$ cat src/rtl/arb_pkg.sv
// Shared definitions for the 4-requester grant arbiter and its downstream burst forwarder.
package arb_pkg;

  localparam int NUM_REQ = 4;
  localparam int SRC_W   = 2;

  typedef enum logic [2:0] {
    ARB_IDLE = 3'd0,
    ARB_GNT0 = 3'd1,
    ARB_GNT1 = 3'd2,
    ARB_GNT2 = 3'd3,
    ARB_GNT3 = 3'd4
  } arb_state_e;

  typedef enum logic [1:0] {
    FWD_IDLE   = 2'd0,
    FWD_ACTIVE = 2'd1,
    FWD_DRAIN  = 2'd2
  } fwd_state_e;

  function automatic logic [2:0] gnt_count(input logic [NUM_REQ-1:0] g);
    gnt_count = 3'(g[0]) + 3'(g[1]) + 3'(g[2]) + 3'(g[3]);
  endfunction

  // Only meaningful when exactly one bit is set.
  function automatic logic [SRC_W-1:0] onehot_idx(input logic [NUM_REQ-1:0] g);
    onehot_idx = '0;
    for (int i = 0; i < NUM_REQ; i++) begin
      if (g[i]) onehot_idx = SRC_W'(i);
    end
  endfunction

endpackage

$ cat src/rtl/burst_out_reg.sv
// Single output register toward the sink: holds {data, src, last} stable until taken.
module burst_out_reg
  import arb_pkg::*;
#(
  parameter int DW = 8
) (
  input  logic             clock,
  input  logic             reset,
  input  logic             load,
  input  logic             mark_last,
  input  logic [DW-1:0]    in_data,
  input  logic [SRC_W-1:0] in_src,
  input  logic             in_last,
  output logic             out_valid,
  output logic [DW-1:0]    out_data,
  output logic [SRC_W-1:0] out_src,
  output logic             out_last,
  input  logic             out_ready,
  output logic             space
);

  logic [DW+SRC_W:0] beat;

  assign space = !out_valid || out_ready;
  assign {out_data, out_src, out_last} = beat;

  // load is only raised when space is set, so a held beat is never overwritten.
  always_ff @(posedge clock) begin
    if (reset) begin
      out_valid <= 1'b0;
      beat      <= '0;
    end else if (load) begin
      out_valid <= 1'b1;
      beat      <= {in_data, in_src, in_last};
    end else begin
      if (out_ready) out_valid <= 1'b0;
      if (mark_last && out_valid && !out_ready) beat[0] <= 1'b1;
    end
  end

endmodule

$ cat src/rtl/gnt_burst_forwarder.sv
// Forwards the granted requester's burst to one shared sink and reports completion/protocol faults.
module gnt_burst_forwarder
  import arb_pkg::*;
#(
  parameter int DW        = 8,
  parameter int MAX_BEATS = 16
) (
  input  logic             clock,
  input  logic             reset,
  input  logic             gnt_0,
  input  logic             gnt_1,
  input  logic             gnt_2,
  input  logic             gnt_3,
  input  logic             valid_0,
  input  logic             valid_1,
  input  logic             valid_2,
  input  logic             valid_3,
  input  logic [DW-1:0]    data_0,
  input  logic [DW-1:0]    data_1,
  input  logic [DW-1:0]    data_2,
  input  logic [DW-1:0]    data_3,
  input  logic             last_0,
  input  logic             last_1,
  input  logic             last_2,
  input  logic             last_3,
  output logic             ready_0,
  output logic             ready_1,
  output logic             ready_2,
  output logic             ready_3,
  output logic             done_0,
  output logic             done_1,
  output logic             done_2,
  output logic             done_3,
  output logic             out_valid,
  output logic [DW-1:0]    out_data,
  output logic [SRC_W-1:0] out_src,
  output logic             out_last,
  input  logic             out_ready,
  output logic             err_multi,
  output logic             err_abort,
  output fwd_state_e       state
);

  localparam int CNT_W = $clog2(MAX_BEATS + 1);

  // Handshakes: a beat moves when valid and ready are both high at a rising edge;
  // ready_N never depends on anything but registered state, gnt/valid of N and out_ready.

  logic [NUM_REQ-1:0] gnt, valid, last;
  logic [DW-1:0]      data_v [NUM_REQ];

  assign gnt   = {gnt_3, gnt_2, gnt_1, gnt_0};
  assign valid = {valid_3, valid_2, valid_1, valid_0};
  assign last  = {last_3, last_2, last_1, last_0};
  assign data_v[0] = data_0;
  assign data_v[1] = data_1;
  assign data_v[2] = data_2;
  assign data_v[3] = data_3;

  fwd_state_e         state_n;
  logic [SRC_W-1:0]   src, src_n;
  logic [CNT_W-1:0]   cnt, cnt_n;
  logic               set_multi, set_abort;
  logic               ld, ld_last, mark, space;
  logic [DW-1:0]      ld_data;
  logic [NUM_REQ-1:0] ready_v, done_v;
  logic               gnt_s, valid_s, last_s;

  assign gnt_s   = gnt[src];
  assign valid_s = valid[src];
  assign last_s  = last[src];

  always_ff @(posedge clock) begin
    if (reset) begin
      state     <= FWD_IDLE;
      src       <= '0;
      cnt       <= '0;
      err_multi <= 1'b0;
      err_abort <= 1'b0;
    end else begin
      state <= state_n;
      src   <= src_n;
      cnt   <= cnt_n;
      if (set_multi) err_multi <= 1'b1;
      if (set_abort) err_abort <= 1'b1;
    end
  end

  always_comb begin
    state_n   = state;
    src_n     = src;
    cnt_n     = cnt;
    set_multi = 1'b0;
    set_abort = 1'b0;
    ld        = 1'b0;
    ld_data   = '0;
    ld_last   = 1'b0;
    mark      = 1'b0;
    ready_v   = '0;
    done_v    = '0;
    case (state)
      FWD_IDLE: begin
        if (gnt_count(gnt) == 3'd1) begin
          src_n   = onehot_idx(gnt);
          cnt_n   = '0;
          state_n = FWD_ACTIVE;
        end else if (gnt_count(gnt) > 3'd1) begin
          set_multi = 1'b1;
        end
      end
      FWD_ACTIVE: begin
        if (!gnt_s) begin
          // Grant lost mid-burst: terminate the sink burst with a last beat.
          set_abort   = 1'b1;
          done_v[src] = 1'b1;
          state_n     = FWD_DRAIN;
          if (space) begin
            ld      = 1'b1;
            ld_last = 1'b1;
          end else begin
            mark = 1'b1;
          end
        end else if (valid_s && space) begin
          ready_v[src] = 1'b1;
          ld           = 1'b1;
          ld_data      = data_v[src];
          ld_last      = last_s || (cnt == CNT_W'(MAX_BEATS - 1));
          if (cnt != CNT_W'(MAX_BEATS)) cnt_n = cnt + 1'b1;
          if (ld_last) begin
            done_v[src] = 1'b1;
            state_n     = FWD_DRAIN;
          end
        end
      end
      FWD_DRAIN: begin
        if (space && !gnt_s) state_n = FWD_IDLE;
      end
      default: state_n = FWD_IDLE;
    endcase
    if (reset) begin
      ready_v = '0;
      done_v  = '0;
      ld      = 1'b0;
      mark    = 1'b0;
    end
  end

  assign {ready_3, ready_2, ready_1, ready_0} = ready_v;
  assign {done_3, done_2, done_1, done_0}     = done_v;

  burst_out_reg #(.DW(DW)) u_out (
    .clock     (clock),
    .reset     (reset),
    .load      (ld),
    .mark_last (mark),
    .in_data   (ld_data),
    .in_src    (src),
    .in_last   (ld_last),
    .out_valid (out_valid),
    .out_data  (out_data),
    .out_src   (out_src),
    .out_last  (out_last),
    .out_ready (out_ready),
    .space     (space)
  );

endmodule

$ cat config.mk
export PLATFORM = sky130hd
export DESIGN_NAME = gnt_burst_forwarder
export DESIGN_NICKNAME = d
export VERILOG_FILES = /design/src/rtl/arb_pkg.sv /design/src/rtl/burst_out_reg.sv /design/src/rtl/gnt_burst_forwarder.sv
export SDC_FILE = /design/constraint.sdc
export NUM_CORES = 1
export LEC_CHECK = 0
export BUFFER_PORTS_ARGS = -buffer_cell sky130_fd_sc_hd__buf_2
export CAP_MARGIN = 10
export CORE_MARGIN = 1
export CORE_UTILIZATION = 38
export DETAILED_ROUTE_END_ITERATION = 8
export PLACE_DENSITY = 0.8
export SYNTH_ARGS = -nofsm -noshare
export SYNTH_HDL_FRONTEND = slang
export SYNTH_SLANG_ARGS = --single-unit
$ cat constraint.sdc
create_clock -name clock -period 2.3 [get_ports clock]
set_clock_uncertainty 0.1 [all_clocks]
set_input_delay 0.23 -clock clock [delete_from_list [all_inputs] [get_ports clock]]
set_output_delay 0.23 -clock clock [all_outputs]
set_load 0.05 [all_outputs]
==> results of run 1 <==
[worst reg2reg max path, cell delays in order, from the launching register on]
cell and delay [ns]:
dfxtp_4 0.38, mux4_2 0.56, buf_4 0.18, o311ai_0 0.18, nor2_2 0.10, a311o_1 0.37
[registers in the layout (all words and copies together) (netlist names)]
name / cells
state: 2
src: 2
err_multi: 1
u_out.beat: 11
u_out.out_valid: 1
cnt: 5
err_abort: 1
[layout by cell type (no fill, tap or decap), drive strengths merged, types with 2 or more instances in the layout]
cell / n
buf: 82
mux2: 3
mux2i: 8
and2: 2
dfxtp: 23
nor2b: 3
nor3b: 2
clkbuf: 3
o211a: 2
ha: 7
nand2b: 22
and3: 2
nand3: 2
inv: 13
nor2: 14
mux4: 11
a21oi: 5
nor3: 4
nand2: 7
o21ai: 5
a21o: 2
[worst max-delay path by stage]
stage          depth (start not counted)      to  slack (ns)
2_1_floorplan                          3  done_3       -0.13
3_3_place_gp                          11  cnt[0]       -0.13
3_5_place_dp                          11  cnt[0]       -0.20
4_1_cts                                6  done_3      0.0005
5_1_grt                                6  done_3       -0.05
6_report                               6  done_3        0.03
[logic make-up after synthesis]
logic type,after synthesis,share of synthesized area [%]
fa+ha+maj,8,6.83
simple gates,60,20.8
mux,22,24.4
compound gates,25,12.8
buf+inv,20,5.96
flops,23,29.2
[power groups by stage]
stage	Combinational [mW]	Sequential [mW]	Clock [mW]
final	0.494	0.449	0.255
after global routing	0.535	0.455	0.282
after global placement	0.453	0.456	0
after detailed placement	0.460	0.456	0
after floorplan	0.283	0.507	0
after CTS	0.480	0.448	0.261
[cell type report]
cell class | count | area, µm² | share of cell area [%]
Tap cell | 50 | 62.6 | 2.90
Sequential cell | 23 | 467 | 21.7
Clock buffer | 3 | 41.3 | 1.92
Multi-Input combinational cell | 115 | 1060 | 49.2
Timing Repair Buffer | 82 | 469 | 21.8
Clock inverter | 1 | 5.00 | 0.232
Inverter | 13 | 48.8 | 2.26
[metal layers]
metal / part of all wire [%] / routed length [µm]
met3: 5.1 / 196
met2: 47 / 1820
met5: 0 / 0
met1: 45 / 1740
met4: 2.2 / 83
[per-stage QoR]
stage	hold slack, ns	power (mW)	instances
after CTS	0.192	1.19	286
final	0.201	1.20	287
after global routing	0.244	1.27	287
after global placement	0.338	0.909	279
after detailed placement	0.338	0.916	279
after floorplan	0.326	0.789	158
[timing repair]
item / 4_1_cts / 5_1_grt
pin swaps: 0 / 2
resized for setup: 8 / 9
hold endpoints to repair: 0 / 0
buffers inserted: 3 / 1
setup endpoints to repair: 8 / 9
gates cloned: 0 / 0
==> flow_summary.json, run 1 <==
{
  "outcome": "completed",
  "synth_edf_count": 0,
  "fillers": 361,
  "crit_fanout": 5,
  "internal-power_mw": 0.774,
  "drv_slew": 0,
  "yosysTopAreaCell": "dfxtp_1",
  "antenna_left": 0,
  "layout-drive-gt1-share_pct": 46.0,
  "synthTopCellsByCount": "dfxtp_1 (23), nand2b_1 (22), nor2_1 (13)",
  "setup_ws_ns": 0.0287,
  "busiest_layer": "met2",
  "switching_share_pct": 35.4,
  "finalCriticalPeriod_ns": 2.27,
  "gp_congestion": 0.976,
  "rows": 23,
  "ir_worst_vdd_v": 0.000272,
  "hold_end": "src[1]",
  "vias": 1471,
  "dr.pass1.iters": 4,
  "grtUsageTotal_pct": 18.9,
  "place_ws_ns": -0.197,
  "finalHoldViolations": 0,
  "min_path_cells": 3,
  "synthTopCellsByArea": "dfxtp_1 (29%), nand2b_1 (8.7%), mux4_2 (8.6%)",
  "setup-violations-final": 0,
  "n_antenna_cell": 0,
  "rsz0062_at_grt": "true",
  "hold_start": "gnt_3",
  "path_clk_slew_ns": 0.08,
  "cts_root_buf": "clkbuf_8",
  "r2r_end": "cnt[2]",
  "die_h_um": 66.4,
  "overflow": 0,
  "cts_buffer_depth": 2,
  "pwr-share-seq_pct": 37.5,
  "cp-startpoint": "src[0]",
  "initial_core_util_pct": 39.4,
  "worst_pin_slew_ns": 0.674,
  "hpwl_um": 2960,
  "grt_pass1_vias": 1371,
  "postSynthCellCount": 158,
  "stdcell_area_um2": 2150,
  "power_density_nw_per_um2": 556,
  "ys_ff_latch": 23,
  "hold_path_class": "input port to register",
  "antenna_found_initial": 0,
  "grt_use_met1_pct": 22.6,
  "critPathCaptureType": "output port",
  "cts_made_buffers": 3,
  "crit_chain": "mux4_2 > o211a_1 > o21ai_1 > buf_4 > nor2_1 > buf_6",
  "crit_family": "multiplexers",
  "p_leak_nw": 0.984,
  "die_x_um": 66.4,
  "syn-cell-area_um2": 1580,
  "synth_area_per_cell_um2": 9.97,
  "critPathBufInv": 2,
  "drt-initial-drc-count": 43,
  "critical_path_required_ns": 1.97,
  "worstSkewPairLatency_ns": 0.27,
  "final_util_pct": 53.9,
  "synth_ff_type": "dfxtp_1",
  "max-cap-violations": 0,
  "startpoint_type": "register",
  "synthDominantCellAreaShare_pct": 29.2,
  "clockPowerShare_pct": 21.3,
  "drc_errors": 0,
  "cts_sinks": 23,
  "yosysSeqAreaShare_pct": 29.2,
  "min_period_over_period_pct": 98.8,
  "met2_usage_pct": 33.0,
  "htree_levels": 1,
  "io_buffers": 70,
  "area_growth_pct": 36.8,
  "yosysMostFrequentCell": "dfxtp_1",
  "io_pins": 71,
  "viasPerCell": 5.13,
  "p_comb_share_pct": 41.2,
  "path_class": "register to output port",
  "grt_pass1_wl_um": 6180,
  "hold_buffers": 0,
  "setup_tns_ns": 0,
  "placed_area_um2": 2020,
  "grt_max_degree": 24,
  "cts_tree": "done",
  "ys_types": 44,
  "die_area_um2": 4410,
  "cp_data_arrival_time_ns": 1.94,
  "p_switching_mw": 0.424,
  "synthArstFlopShare_pct": 0,
  "ys_warn_count": 0,
  "timing.fmax_ghz": 0.440,
  "syn-num-nets": 213,
  "use_met3_pct": 2.07,
  "crit_path_max_incr_delay_ns": 0.53,
  "critPathSlowestCell": "mux4_2",
  "finalNetCount": 293,
  "core_area_um2": 4000,
  "wl_um": 3840,
  "reg2regPathDepth": 5,
  "r2r_setup_slack_ns": 0.32,
  "r2r_start": "src[0]",
  "detail_route.wl_per_cell_um": 13.4,
  "slew_headroom_pct": 54.5
}
(Power assumes the default switching activity.)
==> inputs of run 2 (changes only) <==
Settings changed: SYNTH_HIERARCHICAL from default to 1, TNS_END_PERCENT from default to 50.
==> run 2 against run 1 <==
Against the previous run: clock power hardly changed; non-clock buffer count up 9; combinational power up 30%; synthesized cell count is 7.6% higher; sequential power rose by 3%; critical endpoint is now done_1; largest cell class unchanged; largest power group unchanged; highest routed layer unchanged.
==> flow_summary.json, run 2 <==
{
  "outcome": "completed",
  "min_period_over_period_pct": 97.1,
  "drv_slew": 0,
  "n_antenna_cell": 0,
  "final_util_pct": 56.8,
  "cts_root_buf": "clkbuf_8",
  "drt-initial-drc-count": 73,
  "rows": 23,
  "yosysSeqAreaShare_pct": 27.8,
  "fin_cells": 306,
  "cp_data_arrival_time_ns": 1.90,
  "layout-drive-gt1-share_pct": 48.8,
  "critical_path_required_ns": 1.97,
  "viasPerCell": 5.31,
  "critPathCaptureType": "output port",
  "die_area_um2": 4620,
  "die_h_um": 68,
  "yosysTopAreaCell": "dfxtp_1",
  "finalNetCount": 312,
  "grt_max_degree": 22,
  "ys_types": 47,
  "finalHoldViolations": 0,
  "most-common-layout-cells": "buf_2 (66), nor2_1 (24), buf_4 (21)",
  "drc_errors": 0,
  "io_buffers": 70,
  "syn-cell-area_um2": 1660,
  "htree_levels": 1,
  "p_leak_nw": 1.04,
  "stdcell_area_um2": 2320,
  "synthTopCellsByCount": "nor2_1 (25), dfxtp_1 (23), inv_1 (15)",
  "synth_area_per_cell_um2": 9.74,
  "totalPowerFinal_mw": 1.36,
  "area_growth_pct": 40.2,
  "crit_fanout": 6,
  "worstSkewPairLatency_ns": 0.26,
  "cts_tree": "done",
  "dp.cells": 297,
  "timing.hold.ws_ns": 0.146,
  "setup-violations-final": 0,
  "finalCriticalPeriod_ns": 2.23,
  "place_ws_ns": -0.142,
  "synthArstFlopShare_pct": 0,
  "io_pins": 71,
  "setup_ws_ns": 0.0669,
  "regMostFlops": "u_out/beat",
  "grt_pass1_wl_um": 6670,
  "ys_warn_count": 6,
  "slew_headroom_pct": 67.0,
  "hold_path_class": "input port to register",
  "fillers": 362,
  "grt_pass1_vias": 1528,
  "wl_um": 4600,
  "yosysMostFrequentCell": "nor2_1",
  "ys_ff_latch": 23,
  "hold_buffers": 0,
  "antenna_left": 0,
  "dr.pass1.iters": 4,
  "synthDominantCellAreaShare_pct": 27.8,
  "detail_route.wl_per_cell_um": 15.0,
  "power_density_nw_per_um2": 584,
  "placed_area_um2": 2180,
  "initial_core_util_pct": 40.5,
  "synthTopCellsByArea": "dfxtp_1 (28%), mux4_2 (14%), mux2i_1 (7.3%)",
  "reg.largest.list": "u_out/beat: 11 flops, cnt: 5 flops",
  "cts_buffer_depth": 2,
  "grtUsageTotal_pct": 19.0,
  "cts_made_buffers": 3,
  "synth_edf_count": 0,
  "layout_commonest_cell": "buf_2",
  "hpwl_um": 3280,
  "vias": 1624,
  "overflow": 0,
  "postSynthCellCount": 170,
  "timing.fmax_ghz": 0.448,
  "worst_pin_slew_ns": 0.494,
  "startpoint_type": "register",
  "max-cap-violations": 0,
  "largest_register_ffs": 11,
  "setup_tns_ns": 0,
  "core_area_um2": 4090,
  "die_x_um": 68,
  "syn-num-nets": 225,
  "ir_worst_vdd_v": 0.000262,
  "path_class": "register to output port",
  "path_clk_slew_ns": 0.08,
  "synth_ff_type": "dfxtp_1",
  "gp_congestion": 0.809,
  "antenna_found_initial": 0,
  "cts_sinks": 23
}
run 2: cell count changes in the layout (fill, tap and decap cells not counted), moves of 3 or more:
cell	previous run	this run
nor2_1	13	24
buf_4	11	21
mux2i_1	8	12
mux4_2	6	10
buf_6	5	2
mux4_1	5	1
nand2b_1	22	3
nor2b_1	3	11
inv_1	12	15
run 2: cells by family after synthesis:
group	after synthesis	synth area share (%)
adder cells (fa/ha/maj)	8	6.50
AND/OR/NAND/NOR	66	21.8
flip-flops	23	27.8
multiplexers	23	22.4
buffers and inverters	25	7.86
AO/OA/AOI/OAI	25	13.5
run 2: area by class of cell:
cell class                      count  area [µm²]  area share (%)
Clock buffer                        4        45.0            1.94
Inverter                           16        60.1            2.59
Multi-Input combinational cell    122        1150            49.6
Sequential cell                    23         464            20.0
Tap cell                           50        62.6            2.70
Timing Repair Buffer               91         538            23.2
run 2: per-layer routing:
metal  share of wire, %  vias up  global-route usage [%]
met5                  0        -                       0
li1                   -      783                       -
met1                 39      767                    21.2
met3                7.0       12                    2.83
met2                 52       62                    36.9
met4                1.9        0                    4.69
run 2: worst paths after layout:
check | from | endpoint | slack (ns) | cells past startpoint
worst max-delay path | src[0] | done_1 | 0.07 | 6
worst min-delay path | out_ready | u_out/beat[0] | 0.15 | 3
worst max register to register | src[1] | cnt[1] | 0.19 | 6
worst min register to register | err_multi | err_multi | 0.38 | 2
run 2: power by group:
part / switching, mW / internal (mW) / total [mW]
Sequential: 0.0303 / 0.431 / 0.461
Clock: 0.130 / 0.124 / 0.253
Combinational: 0.344 / 0.297 / 0.641
run 2: worst max-delay path, cell delays in order, from the launching register on:
cell	delay, ns
dfxtp_2	0.37
buf_4	0.15
mux2i_1	0.11
o22a_1	0.25
o21a_4	0.26
nor4b_4	0.28
buf_6	0.20
run 2: what timing repair did:
| item | in CTS | in global routing |
|---|---|---|
| setup buffers | 2 | 3 |
| resized for setup | 9 | 8 |
| hold endpoints to repair | 0 | 0 |
| pin swaps | 3 | 2 |
| endpoints found under the setup margin | 7 | 7 |
==> inputs of run 3 (changes only) <==
Clock period 2.3 ns to 1.79 ns, I/O delays scaled along.
==> run 3 against run 2 <==
Against the previous run: the run now ends with setup timing left; cell area up 14%; power grew 41%; sequential share of layout area fell by 2.1 points; register-to-register slack lost 0.48 ns; highest routed layer unchanged; clock power grew 38%; critical endpoint is now done_0.
==> flow_summary.json, run 3 (synthesis gave the netlist of run 2 again) <==
{
  "outcome": "finished, violations left",
  "violations": "setup timing",
  "die_h_um": 68,
  "cp_data_arrival_time_ns": 1.88,
  "hpwl_um": 3590,
  "area_growth_pct": 60.5,
  "grtUsageTotal_pct": 21.6,
  "finalCriticalPeriod_ns": 2.16,
  "critPathSlowestCell": "mux4_2",
  "dr.pass1.iters": 4,
  "crit_path_max_incr_delay_ns": 0.56,
  "drc_errors": 0,
  "io_pins": 71,
  "critPathCaptureType": "output port",
  "n_antenna_cell": 0,
  "antenna_found_initial": 0,
  "drt-initial-drc-count": 75,
  "largest_register_ffs": 11,
  "die_area_um2": 4620,
  "grt_pass1_vias": 1711,
  "place_ws_ns": -0.574,
  "finalHoldViolations": 0,
  "cts_buffer_depth": 2,
  "ir_worst_vdd_v": 0.000426,
  "cp-startpoint": "src[0]",
  "io_buffers": 70,
  "hold_path_class": "input port to register",
  "r2r_start": "src[1]",
  "critical_path_required_ns": 1.51,
  "rows": 23,
  "die_x_um": 68,
  "path_class": "register to output port",
  "gp_congestion": 0.826,
  "worstSkewPairLatency_ns": 0.27,
  "detail_route.wl_per_cell_um": 14.4,
  "cts_sinks": 23,
  "timing.fmax_ghz": 0.462,
  "stdcell_area_um2": 2660,
  "regMostFlops": "u_out/beat",
  "worst_pin_slew_ns": 0.388,
  "cts_made_buffers": 3,
  "grt_max_degree": 17,
  "antenna_left": 0,
  "viasPerCell": 5.14,
  "hold_buffers": 0,
  "path_clk_slew_ns": 0.09,
  "wl_um": 4650,
  "startpoint_type": "register",
  "setup-violations-final": 30,
  "reg.largest.list": "u_out/beat: 11 flops, cnt: 5 flops",
  "setup_ws_ns": -0.374,
  "vias": 1665,
  "min_period_over_period_pct": 121,
  "layout-drive-gt1-share_pct": 59.9,
  "power_density_nw_per_um2": 721,
  "initial_core_util_pct": 40.5,
  "p_leak_nw": 1.16,
  "placed_area_um2": 2430,
  "overflow": 0,
  "crit_fanout": 8,
  "max-cap-violations": 0,
  "finalNetCount": 330,
  "drv_slew": 0,
  "htree_levels": 1,
  "cts_tree": "done",
  "most-common-layout-cells": "buf_2 (60), buf_4 (34), nor2_1 (23)",
  "grt_pass1_wl_um": 7580,
  "slew_headroom_pct": 73.5,
  "layout_commonest_cell": "buf_2",
  "hold_start": "out_ready",
  "rsz0062_at_grt": "true",
  "core_area_um2": 4090,
  "cts_root_buf": "clkbuf_8",
  "crit_chain": "mux4_2 > nor2_4 > o21a_4 > buf_12 > nor4_4 > buf_6"
}
run 3: final timing paths:
| path | end | slack, ns | depth (start not counted) |
|---|---|---|---|
| worst max-delay path | done_0 | -0.37 | 6 |
| worst min-delay path | u_out/beat[0] | 0.1 | 3 |
| worst max register to register | cnt[0] | -0.29 | 7 |
| worst min register to register | err_multi | 0.39 | 2 |
run 3: layer usage:
metal  global-route usage [%]  up-vias  part of all wire, %
met1                     25.7      783                   44
met4                     5.99        0                 0.80
li1                         -      824                    -
met3                     2.17        4                  3.6
met2                     40.4       54                   52
met5                        0        -                    0
run 3: power by group:
group          total (mW)  switching (mW)  internal (mW)
Clock               0.350           0.192          0.158
Sequential          0.605          0.0463          0.558
Combinational       0.959           0.476          0.484
Total                1.91           0.714           1.20
run 3: through the flow:
step | util (%) | power, mW | setup TNS, ns | std cells | hold slack, ns
floorplan | - | 1.19 | -3.58 | 170 | 0.141
global placement | 59.4 | 1.43 | -5.26 | 315 | 0.361
detailed placement | 59.4 | 1.46 | -6.23 | 315 | 0.359
CTS | 64.7 | 1.90 | -5.11 | 323 | 0.0983
global route | 65.0 | 2.02 | -7.98 | 324 | 0.103
finish | 65.0 | 1.91 | -5.47 | 324 | 0.0954
run 3: final cells by class:
class	instances	area (µm²)
fillers	323	1430
well taps	50	62.6
multi-input cells	122	1250
clock inverters	1	7.51
repair buffers	109	746
inverters	16	70.1
flip-flops and latches	23	474
clock buffers	3	41.3
run 3: repair_timing:
action,in CTS,in global routing
gates resized for setup,37,4
pin swaps,12,6
setup buffers,5,2
setup endpoints to repair,30,31
gates cloned,0,0
run 3: worst max-delay path, delay by kind of cell, from the launching register on:
| family | cells | cell delay, ns |
|---|---|---|
| mux | 1 | 0.56 |
| simple gates | 2 | 0.15 |
| compound gates | 1 | 0.19 |
| buf+inv | 2 | 0.28 |
| flops | 1 | 0.42 |
